<file path="config.mk">
export PLATFORM = sky130hd
export DESIGN_NAME = stall_fwd_ctrl_flat
export DESIGN_NICKNAME = d
export VERILOG_FILES = /design/src/rtl/stall_fwd_ctrl_if.sv /design/src/rtl/stall_fwd_ctrl.sv /design/src/flat_wrapper.sv
export SDC_FILE = /design/constraint.sdc
export NUM_CORES = 1
export LEC_CHECK = 0
export ABC_AREA = 1
export CAP_MARGIN = 20
export CORE_MARGIN = 3
export CORE_UTILIZATION = 43
export CTS_CLUSTER_SIZE = 8
export DETAILED_ROUTE_END_ITERATION = 10
export PLACE_DENSITY = 0.69
export SYNTH_ARGS = -nofsm -noshare
export SYNTH_HDL_FRONTEND = slang
export SYNTH_SLANG_ARGS = --single-unit
export TNS_END_PERCENT = 1
</file>
<file path="constraint.sdc">
create_clock -name clk -period 2.7 [get_ports clk]
set_input_delay 0.81 -clock clk [delete_from_list [all_inputs] [get_ports clk]]
set_output_delay 0.81 -clock clk [all_outputs]
set_load 0.005 [all_outputs]
</file>
<file path="src/rtl/stall_fwd_ctrl_if.sv">
// Decode-stage bundle between the core pipeline and the interlock controller.
// The pipeline drives the D/E decode fields; the controller returns stall, forwarding selects and MD busy.
interface stall_fwd_ctrl_if;
  logic [4:0] d_rs;
  logic [4:0] d_rt;
  logic [1:0] d_tuse_rs;
  logic [1:0] d_tuse_rt;
  logic [4:0] d_wa;
  logic [1:0] d_tnew;
  logic       d_md_use;
  logic       e_md_start;
  logic       e_md_div;

  logic       stall;
  logic [1:0] fwd_d_rs;
  logic [1:0] fwd_d_rt;
  logic [1:0] fwd_e_rs;
  logic [1:0] fwd_e_rt;
  logic       md_busy;

  modport master (
    output d_rs, d_rt, d_tuse_rs, d_tuse_rt, d_wa, d_tnew, d_md_use,
           e_md_start, e_md_div,
    input  stall, fwd_d_rs, fwd_d_rt, fwd_e_rs, fwd_e_rt, md_busy
  );

  modport slave (
    input  d_rs, d_rt, d_tuse_rs, d_tuse_rt, d_wa, d_tnew, d_md_use,
           e_md_start, e_md_div,
    output stall, fwd_d_rs, fwd_d_rt, fwd_e_rs, fwd_e_rt, md_busy
  );
endinterface

</file>
<file path="src/rtl/stall_fwd_ctrl.sv">
// Tuse/Tnew interlock for the five-stage core: shadow E/M/W pipeline of {wa, tnew},
// D-stage stall, D/E forwarding selects and the multiply/divide busy window.
module stall_fwd_ctrl #(
  parameter int unsigned MULT_CYCLES = 5,
  parameter int unsigned DIV_CYCLES  = 10
) (
  input logic             clk,
  input logic             reset,
  stall_fwd_ctrl_if.slave bus
);

  typedef struct packed {
    logic [4:0] wa;
    logic [1:0] tnew;
  } shadow_t;

  localparam logic [3:0] MULT_LOAD = 4'(MULT_CYCLES);
  localparam logic [3:0] DIV_LOAD  = 4'(DIV_CYCLES);

  shadow_t    e_q;
  shadow_t    m_q;
  shadow_t    w_q;
  logic [4:0] e_rs_q;
  logic [4:0] e_rt_q;
  logic [3:0] md_cnt_q;

  logic       stall_rs;
  logic       stall_rt;
  logic       stall_md;
  logic       stall;
  logic       md_busy;
  logic [1:0] fwd_d_rs;
  logic [1:0] fwd_d_rt;
  logic [1:0] fwd_e_rs;
  logic [1:0] fwd_e_rt;

  function automatic logic [1:0] sat_dec(input logic [1:0] t);
    return (t == 2'd0) ? 2'd0 : t - 2'd1;
  endfunction

  // tuse = 3 can never be exceeded by a 2-bit tnew, so unused operands drop out here.
  function automatic logic hazard(input logic [4:0] a, input logic [1:0] tuse,
                                  input shadow_t e, input shadow_t m);
    return (a != 5'd0) &&
           (((e.wa == a) && (e.tnew > tuse)) || ((m.wa == a) && (m.tnew > tuse)));
  endfunction

  function automatic logic [1:0] d_sel(input logic [4:0] a, input shadow_t e,
                                       input shadow_t m, input shadow_t w);
    logic [1:0] sel;
    sel = 2'd0;
    if (a != 5'd0) begin
      if ((e.wa == a) && (e.tnew == 2'd0))      sel = 2'd1;
      else if ((m.wa == a) && (m.tnew == 2'd0)) sel = 2'd2;
      else if (w.wa == a)                       sel = 2'd3;
    end
    return sel;
  endfunction

  function automatic logic [1:0] e_sel(input logic [4:0] r, input shadow_t m,
                                       input shadow_t w);
    logic [1:0] sel;
    sel = 2'd0;
    if (r != 5'd0) begin
      if ((m.wa == r) && (m.tnew == 2'd0)) sel = 2'd1;
      else if (w.wa == r)                  sel = 2'd2;
    end
    return sel;
  endfunction

  always_comb begin
    md_busy  = bus.e_md_start || (md_cnt_q != 4'd0);
    stall_rs = hazard(bus.d_rs, bus.d_tuse_rs, e_q, m_q);
    stall_rt = hazard(bus.d_rt, bus.d_tuse_rt, e_q, m_q);
    stall_md = bus.d_md_use && md_busy;
    stall    = stall_rs || stall_rt || stall_md;
    fwd_d_rs = d_sel(bus.d_rs, e_q, m_q, w_q);
    fwd_d_rt = d_sel(bus.d_rt, e_q, m_q, w_q);
    fwd_e_rs = e_sel(e_rs_q, m_q, w_q);
    fwd_e_rt = e_sel(e_rt_q, m_q, w_q);
  end

  // M and W always advance; E takes the D instruction or a bubble on stall.
  always_ff @(posedge clk or posedge reset) begin
    if (reset) begin
      e_q    <= '0;
      m_q    <= '0;
      w_q    <= '0;
      e_rs_q <= 5'd0;
      e_rt_q <= 5'd0;
    end else begin
      m_q.wa   <= e_q.wa;
      m_q.tnew <= sat_dec(e_q.tnew);
      w_q.wa   <= m_q.wa;
      w_q.tnew <= sat_dec(m_q.tnew);
      if (stall) begin
        e_q    <= '0;
        e_rs_q <= 5'd0;
        e_rt_q <= 5'd0;
      end else begin
        e_q.wa   <= bus.d_wa;
        e_q.tnew <= bus.d_tnew;
        e_rs_q   <= bus.d_rs;
        e_rt_q   <= bus.d_rt;
      end
    end
  end

  // A new start reloads rather than accumulates.
  always_ff @(posedge clk or posedge reset) begin
    if (reset) begin
      md_cnt_q <= 4'd0;
    end else if (bus.e_md_start) begin
      md_cnt_q <= bus.e_md_div ? DIV_LOAD : MULT_LOAD;
    end else if (md_cnt_q != 4'd0) begin
      md_cnt_q <= md_cnt_q - 4'd1;
    end
  end

  assign bus.stall    = stall;
  assign bus.md_busy  = md_busy;
  assign bus.fwd_d_rs = fwd_d_rs;
  assign bus.fwd_d_rt = fwd_d_rt;
  assign bus.fwd_e_rs = fwd_e_rs;
  assign bus.fwd_e_rt = fwd_e_rt;

endmodule

</file>
<file path="src/flat_wrapper.sv">
// flat-port wrapper written by rule: the top's interface ports become plain ports
module stall_fwd_ctrl_flat 
#(
  parameter int unsigned MULT_CYCLES = 5,
  parameter int unsigned DIV_CYCLES  = 10
)
  (clk, reset, bus_d_rs, bus_d_rt, bus_d_tuse_rs, bus_d_tuse_rt, bus_d_wa, bus_d_tnew, bus_d_md_use, bus_e_md_start, bus_e_md_div, bus_stall, bus_fwd_d_rs, bus_fwd_d_rt, bus_fwd_e_rs, bus_fwd_e_rt, bus_md_busy);
  stall_fwd_ctrl_if bus_i ();
  input logic clk;
  input logic reset;
  input wire logic [$bits(bus_i.d_rs)-1:0] bus_d_rs;
  input wire logic [$bits(bus_i.d_rt)-1:0] bus_d_rt;
  input wire logic [$bits(bus_i.d_tuse_rs)-1:0] bus_d_tuse_rs;
  input wire logic [$bits(bus_i.d_tuse_rt)-1:0] bus_d_tuse_rt;
  input wire logic [$bits(bus_i.d_wa)-1:0] bus_d_wa;
  input wire logic [$bits(bus_i.d_tnew)-1:0] bus_d_tnew;
  input wire logic [$bits(bus_i.d_md_use)-1:0] bus_d_md_use;
  input wire logic [$bits(bus_i.e_md_start)-1:0] bus_e_md_start;
  input wire logic [$bits(bus_i.e_md_div)-1:0] bus_e_md_div;
  output wire logic [$bits(bus_i.stall)-1:0] bus_stall;
  output wire logic [$bits(bus_i.fwd_d_rs)-1:0] bus_fwd_d_rs;
  output wire logic [$bits(bus_i.fwd_d_rt)-1:0] bus_fwd_d_rt;
  output wire logic [$bits(bus_i.fwd_e_rs)-1:0] bus_fwd_e_rs;
  output wire logic [$bits(bus_i.fwd_e_rt)-1:0] bus_fwd_e_rt;
  output wire logic [$bits(bus_i.md_busy)-1:0] bus_md_busy;
  assign bus_i.d_rs = bus_d_rs;
  assign bus_i.d_rt = bus_d_rt;
  assign bus_i.d_tuse_rs = bus_d_tuse_rs;
  assign bus_i.d_tuse_rt = bus_d_tuse_rt;
  assign bus_i.d_wa = bus_d_wa;
  assign bus_i.d_tnew = bus_d_tnew;
  assign bus_i.d_md_use = bus_d_md_use;
  assign bus_i.e_md_start = bus_e_md_start;
  assign bus_i.e_md_div = bus_e_md_div;
  assign bus_stall = bus_i.stall;
  assign bus_fwd_d_rs = bus_i.fwd_d_rs;
  assign bus_fwd_d_rt = bus_i.fwd_d_rt;
  assign bus_fwd_e_rs = bus_i.fwd_e_rs;
  assign bus_fwd_e_rt = bus_i.fwd_e_rt;
  assign bus_md_busy = bus_i.md_busy;
  stall_fwd_ctrl #(.MULT_CYCLES(MULT_CYCLES), .DIV_CYCLES(DIV_CYCLES)) u_core (.clk(clk), .reset(reset), .bus(bus_i));
endmodule
</file>
After elaboration in Yosys (flattened, before gate mapping)
Cells that the tools add are included.
- register bits after elaboration: 33
- input port bits: 26
- output and inout port bits: 10
- logic and storage cells: 71
- add/sub/neg operators: 2
- magnitude comparators: 4
- eq/ne operators: 10
- multiplexer cells: 21
- reduce and logical (&&, ||, !) cells: 26
- operators with widths (kind ; number):
    $eq 5x5->1 ; 10
    $mux 2 ; 15
    $reduce_bool 5->1 ; 4
    $logic_and 1x1->1 ; 13
    $mux 4 ; 3
    $mux 5 ; 2
    $gt 2x2->1 ; 4
    $mux 7 ; 1
    $logic_or 1x1->1 ; 5
    $logic_not 2->1 ; 2
    $reduce_bool 4->1 ; 1
    $sub 4x1->4 const B ; 1
    $reduce_bool 2->1 ; 1
    $sub 2x1->2 const B ; 1

Depth between registers and ports, before layout
- depth after elaboration: 7
- gate-level depth with buffers: 11
- depth with buffers taken out: 10

Worst setup path before layout
Ideal clock, no wire load.
- kind: input to output
- start point: input port bus_d_tuse_rs[1]
- end point: output port bus_stall
- arrival time: 1842 ps
- required time: 1890 ps
- path slack: 48 ps
- stages on the path: 9
- path through: inv_1 > ha_1 > nand2_1 > a21boi_0 > nand4_1 > nand2_1 > nand2_2 > nand3_4 > buf_12
- word-level cells in the longest chain between the ends: 6
- RTL lines (what ; RTL line ; source):
    start, declared ; flat_wrapper.sv:13 ; input wire logic [$bits(bus_i.d_tuse_rs)-1:0] bus_d_tuse_rs;
    $gt 2x2->1 ; stall_fwd_ctrl.sv:45 ; (((e.wa == a) && (e.tnew > tuse)) || ((m.wa == a) && (m.tnew > tuse)));
    $logic_and 1x1->1 ; stall_fwd_ctrl.sv:45 ;
    $logic_or 1x1->1 * ; stall_fwd_ctrl.sv:45 ;
    $logic_and 1x1->1 * ; stall_fwd_ctrl.sv:44 ; return (a != 5'd0) &&
    $logic_or 1x1->1 * (2 in a row) ; stall_fwd_ctrl.sv:76 ; stall = stall_rs || stall_rt || stall_md;
    end, declared ; flat_wrapper.sv:20 ; output wire logic [$bits(bus_i.stall)-1:0] bus_stall;
Mark *: on every way between the ends. The rest lies on a longest branch, timed or not.

Final worst setup path
- start point: input port bus_d_tuse_rs[0]
- end point: output port bus_stall
The elaborated chain is that of the path after synthesis.

==> impl_results.md <==
- Internal: 0.997 mW
- Mapped Cells: 283
- Synth top area share: 0.376
- Synth unique cells: 31
- Clock Skew: 5.10 ps
- Cell taking the most area after synthesis: dfrtp_1
- Total GRT Usage: 0.173
- Mux cell area share after synthesis: 0
- Yosys reg bits: 33
- Peak fanout along the critical path: 2
- Switching power: 0.425 mW
- Status: finished clean
- Ranking of synthesized cells by area: dfrtp_1 (38%), inv_1 (8.4%), nand2_1 (8.4%), xnor2_1 (7.2%), ha_1 (5.7%)
- Die X: 77.5 µm
- Syn nets: 319
- Drt drc: 0
- RSZ-0062 raised after global routing: yes
- Via/cell ratio: 4.79
- Total Neg Setup Slack: 0 ps
- Clock group share of total power: 0.308
- Post-DRT Antenna Nets: 0
- Gp weighted congestion: 0.928
- Max cap viols: 0
- Synth Area in Simple Gates: 0.260
- Final setup vio count: 0
- YS warnings: 0
- Clock sink total: 33
- Initial drt markers: 74
- Fin crit period: 2670 ps
- Final Cycle Share: 0.988
- PortBufs: 35
- Post-synth EDFFs: 0
- Largest net degree at the start of global routing: 34
- CP required: 1890 ps
- PD cells: 485 mW/mm²
- Crit path kind: in -> out
- Family with the most delay on the worst path: simple AND/OR/NAND/NOR gates
- Mean Syn Cell Area: 7.76 µm²
- Die area: 0.00600 mm²
- Compound-gate portion of the synthesized area: 0.0746
- P&R area growth vs syn: 33.5%
- Crit-path max cell delay: 310 ps
- Fraction of layout cells with a size suffix above 1: 0.314
- Slew @ Worst Pin: 403 ps
- TritonCTS buffer count: 5
- Startpoint Class: input port
- CP Capture Type: primary output
- Hpwl dp: 3850 µm
- Pleak: 1.52 nW
- Drt first pass iters: 4
- CTS tree: built
- Synth Area in Adders: 0.0570
- Worst Path Buf+Inv: 3
- Initial Utilization: 0.456
- Register area share after synthesis: 0.376
- Crit-path most repeated cell: nand2_2
- Initial antenna violation count: 0
- Routed vias: 1954
- # nets final: 377
- Slowest cell on crit path: ha_1
- Post-synthesis async set-or-reset flop share: 1.00
- Peak supply drop: 303 µV
- Tightest hold margin: 431 ps
- Count of final max-slew check failures: 0
- Logic pwr share: 0.275
- Worst skew pair latency: 280 ps
- H-Tree Level Count: 2
- Clock Path Buffers: 2
- Hold WC Path Type: reg -> reg
- Synthesized area: 0.00220 mm²
- First-pass GRT wire length: 8260 µm
- Synth Area in XOR/XNOR: 0.120
- Cts hold-fix bufs: 0
- Core area: 0.00482 mm²
- Vias in the first global route: 1877
- Gr ovfl total: 0
- CTS root buffer: clkbuf_8
- Routed WL: 4950 µm
- Flop pwr share: 0.417
- Cell count after placement: 397
- Clk slew on worst S/H paths: 60 ps
- Slew headroom: 0.731
- Crit path DAT: 1860 ps
- Standard-cell rows: 25
- DIE HEIGHT: 77.5 µm
- Antenna diodes: 0
- Sw Ratio: 0.299
- Final hold violations: 0
- Drt wl/cell: 12.1 µm
- Main flop type after synthesis: dfrtp_1
- Crit-path cells: clkbuf_2 -> ha_1 -> nand2_2 -> inv_1 -> a21oi_2 -> nand4_1 -> nand2_1 -> nand2_2 -> nand3_4 -> buf_6
- Largest family of logic cells by synthesized area: simple AND/OR/NAND/NOR gates
- Fin cells: 408
- Fmax: 0.375 GHz
- I/O Pins: 36
-- synth_stat cells, types with 3 or more instances --
master   count
a21oi_1     10
dfrtp_1     33
ha_1        10
inv_1       49
inv_2        6
nand2_1     49
nand3_1      9
nand4_1     11
nor2_1      33
nor2_2       7
nor2_4       3
o21ai_0      5
o22ai_1      4
xnor2_1     18
xor2_1      12
-- per-stage QoR --
stage / instance area, µm² / setup WS, ps / power [mW] / util
floorplan: 2200 / 47.6 / 0.818 / -
global placement: 2720 / -814 / 0.951 / 0.565
detailed placement: 2720 / -815 / 0.960 / 0.565
CTS: 2920 / -105 / 1.41 / 0.606
global route: 2930 / -66.2 / 1.51 / 0.609
finish: 2930 / 32.6 / 1.42 / 0.609
-- power by group through the flow --
stage	sequential [mW]	combinational (mW)	clock, mW
final	0.593	0.391	0.439
after global routing	0.599	0.441	0.472
after CTS	0.591	0.374	0.449
after detailed placement	0.597	0.362	0
after global placement	0.596	0.355	0
after floorplan	0.579	0.239	0
-- final cells by class --
cell class              instances  area (µm²)
clock buffers                   5        68.8
inverters                      55         206
multi-input cells             189        1260
clock inverters                 2        35.0
fillers                       435        1890
repair buffers                 57         444
well taps                      67        83.8
flip-flops and latches         33         835
-- layer usage --
metal | vias to the layer above | track usage | wire (µm)
li1 | 994 | - | -
met5 | - | 0 | 0
met4 | 0 | 0.0676 | 74
met1 | 899 | 0.211 | 2190
met3 | 10 | 0.0452 | 230
met2 | 51 | 0.292 | 2450
-- worst reg2reg max path: stages, from the launching register on --
cell     delay [ps]
dfrtp_2         400
buf_4           150
ha_4            270
nand2_2          50
a21oi_2         140
nand4_1          80
nand2_1          90
nand2_2          60
nand3_4          90
buf_4           300
nor2_1           90
-- final timing paths --
path | from | endpoint | slack [ps] | cells after the start
worst min register to register | u_core.e_q[5] | u_core.m_q[5] | 430 | 0
worst min-delay path | u_core.e_q[5] | u_core.m_q[5] | 430 | 0
worst max register to register | u_core.m_q[1] | u_core.e_q[3] | 870 | 10
worst max-delay path | bus_d_tuse_rs[0] | bus_stall | 30 | 10
min in group asynchronous | reset | u_core.e_q[0] | 910 | 3
max in group asynchronous | reset | u_core.w_q[2] | 1480 | 3
-- cells in the final DEF (no fill, tap or decap), drive strengths merged --
cell type,netlist,final
buf,3,31
nor3,2,2
ha,10,10
nand3,10,10
clkinv,0,1
a211oi,2,2
nor4,2,2
o21bai,1,1
clkdlybuf4s50,0,12
bufinv,0,1
xnor2,18,18
dlygate4sd2,0,2
dfrtp,33,33
o21ai,5,5
clkdlybuf4s15,0,2
dlymetal6s2s,0,2
clkbuf,3,13
nor2,43,43
xor2,12,12
a21boi,2,2
nand2,51,51
nand4,11,11
a221oi,2,2
o22ai,4,4
or2,3,3
inv,55,55
a21oi,11,11
-- logic make-up after synthesis --
logic type / count (synthesis)
adder cells (fa/ha/maj): 10
XOR/XNOR: 30
AO/OA/AOI/OAI: 27
buffers and inverters: 61
AND/OR/NAND/NOR: 122
flip-flops: 33
-- state kept, by name, indices dropped and copies added (netlist names) --
| name | count |
|---|---|
| u_core.md_cnt_q | 4 |
| u_core.w_q | 5 |
| u_core.e_q | 7 |
| u_core.e_rs_q | 5 |
| u_core.m_q | 7 |
| u_core.e_rt_q | 5 |
-- repair_timing --
| action | in CTS | in global routing |
|---|---|---|
| endpoints found under the setup margin | 10 | 9 |
| pin swaps | 21 | 26 |
| gates resized for setup | 71 | 46 |
| setup buffers | 2 | 2 |
No activity file was read; power rests on OpenSTA's default activity.
